`src/rtl/trigger_conditioner.sv`:
```
// Trigger conditioner: synchronises an external trigger, merges it with a software
// trigger, and issues trig_o aligned to a prescaled clock-enable with optional holdoff.
module trigger_conditioner #(
  parameter int PRESCALE_WIDTH = 16,
  parameter int HOLDOFF_WIDTH  = 18,
  parameter int COUNT_WIDTH    = 16
) (
  input  logic                      clk_i,
  input  logic                      rst_ni,
  input  logic                      ext_trig_i,
  input  logic                      sw_trig_i,
  input  logic                      enable_i,
  input  logic                      edge_sel_i,
  input  logic                      single_i,
  input  logic                      arm_i,
  input  logic [PRESCALE_WIDTH-1:0] prescale_i,
  input  logic [HOLDOFF_WIDTH-1:0]  holdoff_i,
  output logic                      ce_o,
  output logic                      trig_o,
  output logic                      armed_o,
  output logic                      missed_o,
  output logic [COUNT_WIDTH-1:0]    trig_count_o
);

  typedef enum logic [1:0] {DISARMED, ARMED, PENDING, HOLDOFF} state_e;

  state_e                    state_q, state_d;
  logic [PRESCALE_WIDTH-1:0] pc_q, pc_d;
  logic                      ce_q, ce_d;
  logic [2:0]                sync_q, sync_d;
  logic [HOLDOFF_WIDTH-1:0]  ho_q, ho_d;
  logic [COUNT_WIDTH-1:0]    cnt_q, cnt_d;
  logic                      missed_q, missed_d;

  logic   ext_evt;
  logic   evt;
  logic   trig;
  state_e exit_state;

  always_comb begin
    // sync_q[1] is the synchronised level, sync_q[2] its one-cycle history
    ext_evt    = edge_sel_i ? (~sync_q[1] & sync_q[2]) : (sync_q[1] & ~sync_q[2]);
    evt        = ext_evt | sw_trig_i;
    trig       = (state_q == PENDING) & ce_q & enable_i;
    exit_state = single_i ? DISARMED : ARMED;

    sync_d = {sync_q[1:0], ext_trig_i};

    if (pc_q == '0) begin
      pc_d = prescale_i;
      ce_d = 1'b1;
    end else begin
      pc_d = pc_q - PRESCALE_WIDTH'(1);
      ce_d = 1'b0;
    end

    state_d  = state_q;
    ho_d     = ho_q;
    missed_d = enable_i & evt & ((state_q == PENDING) | (state_q == HOLDOFF));
    cnt_d    = trig ? cnt_q + COUNT_WIDTH'(1) : cnt_q;

    if (!enable_i) begin
      state_d = DISARMED;
      ho_d    = '0;
    end else begin
      unique case (state_q)
        DISARMED: if (!single_i || arm_i) state_d = ARMED;
        ARMED:    if (evt) state_d = PENDING;
        PENDING: begin
          if (trig) begin
            if (holdoff_i == '0) begin
              state_d = exit_state;
            end else begin
              state_d = HOLDOFF;
              ho_d    = holdoff_i - HOLDOFF_WIDTH'(1);
            end
          end
        end
        HOLDOFF: begin
          if (ce_q) begin
            if (ho_q == '0) state_d = exit_state;
            else            ho_d    = ho_q - HOLDOFF_WIDTH'(1);
          end
        end
        default: state_d = DISARMED;
      endcase
    end
  end

  always_ff @(posedge clk_i or negedge rst_ni) begin
    if (!rst_ni) begin
      state_q  <= DISARMED;
      pc_q     <= '0;
      ce_q     <= 1'b0;
      sync_q   <= '0;
      ho_q     <= '0;
      cnt_q    <= '0;
      missed_q <= 1'b0;
    end else begin
      state_q  <= state_d;
      pc_q     <= pc_d;
      ce_q     <= ce_d;
      sync_q   <= sync_d;
      ho_q     <= ho_d;
      cnt_q    <= cnt_d;
      missed_q <= missed_d;
    end
  end

  assign ce_o         = ce_q;
  assign trig_o       = trig;
  assign armed_o      = (state_q == ARMED);
  assign missed_o     = missed_q;
  assign trig_count_o = cnt_q;

endmodule

```
`config.mk`:
```
export PLATFORM = sky130hd
export DESIGN_NAME = trigger_conditioner
export DESIGN_NICKNAME = d
export VERILOG_FILES = /design/src/rtl/trigger_conditioner.sv
export SDC_FILE = /design/constraint.sdc
export NUM_CORES = 1
export LEC_CHECK = 0
export CAP_MARGIN = 20
export CORE_UTILIZATION = 30
export DETAILED_ROUTE_END_ITERATION = 10
export GPL_TIMING_DRIVEN = 0
export PLACE_DENSITY = 0.47
export SYNTH_ARGS = -nofsm -noshare
export SYNTH_HDL_FRONTEND = slang
export SYNTH_SLANG_ARGS = --single-unit
```
`constraint.sdc`:
```
create_clock -name clk_i -period 5 [get_ports clk_i]
set_input_delay 0.5 -clock clk_i [delete_from_list [all_inputs] [get_ports clk_i]]
set_output_delay 0.5 -clock clk_i [all_outputs]
set_load 0.01 [all_outputs]
```
==> metrics.md <==
| Metric | Value |
|---|---|
| Root Driver | clkbuf_16 |
| R2R cell count | 12 |
| Pins over their slew limit | 0 |
| First-pass GRT wire length | 18290 um |
| Mapped Nets | 464 |
| Dominant synthesized flop cell | dfrtp_1 |
| Post-synthesis sequential area ratio | 0.3805 |
| Fin crit period | 3.586 ns |
| Synth Instances | 418 |
| Layout cells sized above 1 | 0.1273 |
| Max-slew headroom | 0.4788 |
| Setup-failing EPs final | 0 |
| Post-synth top area share | 0.3805 |
| Power density cells | 259.8 nW/um2 |
| Cell taking the most area after synthesis | dfrtp_1 |
| DRC Markers | 0 |
| Worst slew pin tran | 0.7818 ns |
| Max Cap Viol | 0 |
| H-tree Lvls | 3 |
| Unrepaired setup endpoints after global routing | false |
| Post-synth EDFFs | 0 |
| Synth Area per Inst | 8.968 um2 |
| # port buffers | 61 |
| Width of the chip | 113.8 um |
| Leakage | 1.851 nW |
| Resized Gates After CTS | 0 |
| Synth cell types | 67 |
| Status | finished clean |
| Fraction of registers with async set/reset | 1.000 |
| Synth Cell Area | 3749 um2 |
| Total Neg Setup Slack | 0 ns |
| Ports | 62 |
| Worst path required time | 5.19 ns |
| Vias in the first global route | 3358 |
| CTS Buf Count | 9 |
| Later-pin clock latency in the skew report | 0.33 ns |
| Detailed-route via count | 3522 |
| Starting Density | 0.3095 |
| Ant. Diodes | 0 |
| CTS tree | yes |
| Hold_buf cts | 0 |
| Setup Skew | 0.004145 ns |
| DR pass1 iterations | 5 |
| GPL Wtd Cong | 0.8927 |
| CP max FO | 10 |
| Most frequent cells in the layout | clkdlybuf4s50_1 (60), dfrtp_1 (57), nand2_1 (51), nor2_1 (39), o21ai_0 (28) |
| Core area | 12110 um2 |
| Clk slew on worst S/H paths | 0.06 ns |
| Max Buffers Root-to-Sink | 2 |
| CP endpoint kind | flip-flop |
| FF+latch count, synth | 57 |
| Vias/cell | 5.312 |
| Post-DP HPWL | 8293 um |
| Ranking of synthesized cells by area | dfrtp_1 (38%), nand2_1 (5.1%), xnor2_1 (4.7%) |
| Area grow syn2layout | 30.04% |
| CP arrival | 3.77 ns |
| GR Overflow Total | 0 |
| Total power | 1.266 mW |
| Startpoint types | flip-flop |
| Overall routing resource usage | 0.1871 |
| Number of antenna violations at the first check in global routing | 0 |
| Commonest non-fill, non-tap cell in the layout | clkdlybuf4s50_1 |
| Final wirelength | 11470 um |
| Die Area | 12950 um2 |
| Largest net degree at the start of global routing | 58 |
| Clock Sinks | 57 |
| Fmax | 278.8 MHz |
| Final period util | 0.7173 |
| Max VDD drop | 124.4 uV |
| Hold WS | 0.2344 ns |
| Warnings from Yosys | 0 |
| Hold Crit Class | input pin to async pin |
| Final Hold Fails | 0 |
| Wire per inst | 17.30 um |
| Initial drt markers | 201 |
| Setup bufs post-CTS | 0 |
| Die height | 113.8 um |
| Critical path class | flip-flop to flip-flop |
| Antenna viol nets, final | 0 |
| Rows | 40 |
| R2R setup slack | 1.41 ns |
| Final nets | 536 |
## synthesized netlist by cell type, drive strengths merged (4+ instances only)
master   number
a211oi        9
a21o          4
a21oi        21
a31oi         6
and4bb        5
buf          17
clkbuf        5
dfrtp        57
ha            4
inv          10
nand2        52
nand3        20
nand4        11
nor2         39
nor3         20
nor3b         5
nor4         11
o2111ai       6
o21ai        32
or3           4
xnor2        20
xor2         11
## power by group
group,switching (mW),internal [mW],leakage (nW)
clock network,0.229,0.413,0.149
registers,0.00356,0.465,0.723
logic,0.0912,0.0646,0.979
## kinds of logic (layout without fill, tap and decap cells)
kind of cell | after synthesis | count (layout) | synth area share
AND/OR/NAND/NOR | 181 | 181 | 0.2690
AO/OA/AOI/OAI | 107 | 107 | 0.2013
flip-flops | 57 | 57 | 0.3805
buffers and inverters | 33 | 110 | 0.04940
XOR/XNOR | 31 | 31 | 0.07243
multiplexers | 5 | 5 | 0.01402
adder cells (fa/ha/maj) | 4 | 4 | 0.01335
## metrics by stage
stage | util | setup slack, ns | std cells | instance area [um2]
final | 0.4025 | 1.414 | 663 | 4875
after global routing | 0.4025 | 1.138 | 663 | 4875
after CTS | 0.4025 | 1.458 | 663 | 4875
after detailed placement | 0.3771 | 1.477 | 647 | 4567
after global placement | 0.3773 | 1.263 | 647 | 4569
after floorplan | - | 2.215 | 418 | 3749
## state kept, by name, summed over array words and instances (netlist names)
signal	cells
ho_q	18
pc_q	16
trig_count_o	16
sync_q	3
state_q	2
ce_o	1
missed_o	1
## path summary, 6_finish.rpt
kind	endpoint	start
max in group asynchronous	ho_q[17]	rst_ni
worst max-delay path	ho_q[12]	state_q[0]
worst max register to register	ho_q[12]	state_q[0]
min in group clk_i	sync_q[1]	sync_q[0]
worst min register to register	sync_q[1]	sync_q[0]
worst min-delay path	ho_q[8]	rst_ni
## worst max-delay path, cell delays in order (launching register included)
cell      delay, ns
dfrtp_1        0.47
and2_1         0.15
buf_2          0.22
buf_2          0.28
buf_2          0.33
mux2i_1        0.24
ha_1           0.16
clkbuf_1       0.32
nand3_1        0.36
a211oi_2       0.33
mux2_2         0.37
o21ai_1        0.11
a21oi_1        0.07
## metal layers
layer | GRT usage | up-vias | part of all wire
met4 | 0.07532 | 0 | 0.014
met2 | 0.2955 | 115 | 0.46
li1 | - | 1685 | -
met3 | 0.02976 | 15 | 0.052
met5 | 0 | - | 0
met1 | 0.2558 | 1707 | 0.48
## cell type report
class                   instances  area (um2)
plain buffers                  22       143.9
flip-flops and latches         57        1426
clock inverters                 4       51.30
well taps                     168       210.2
fillers                      1261        7237
multi-input cells             328        2137
inverters                      11       41.29
clock buffers                  12       256.5
repair buffers                 61       608.1
(Power assumes the default switching activity.)
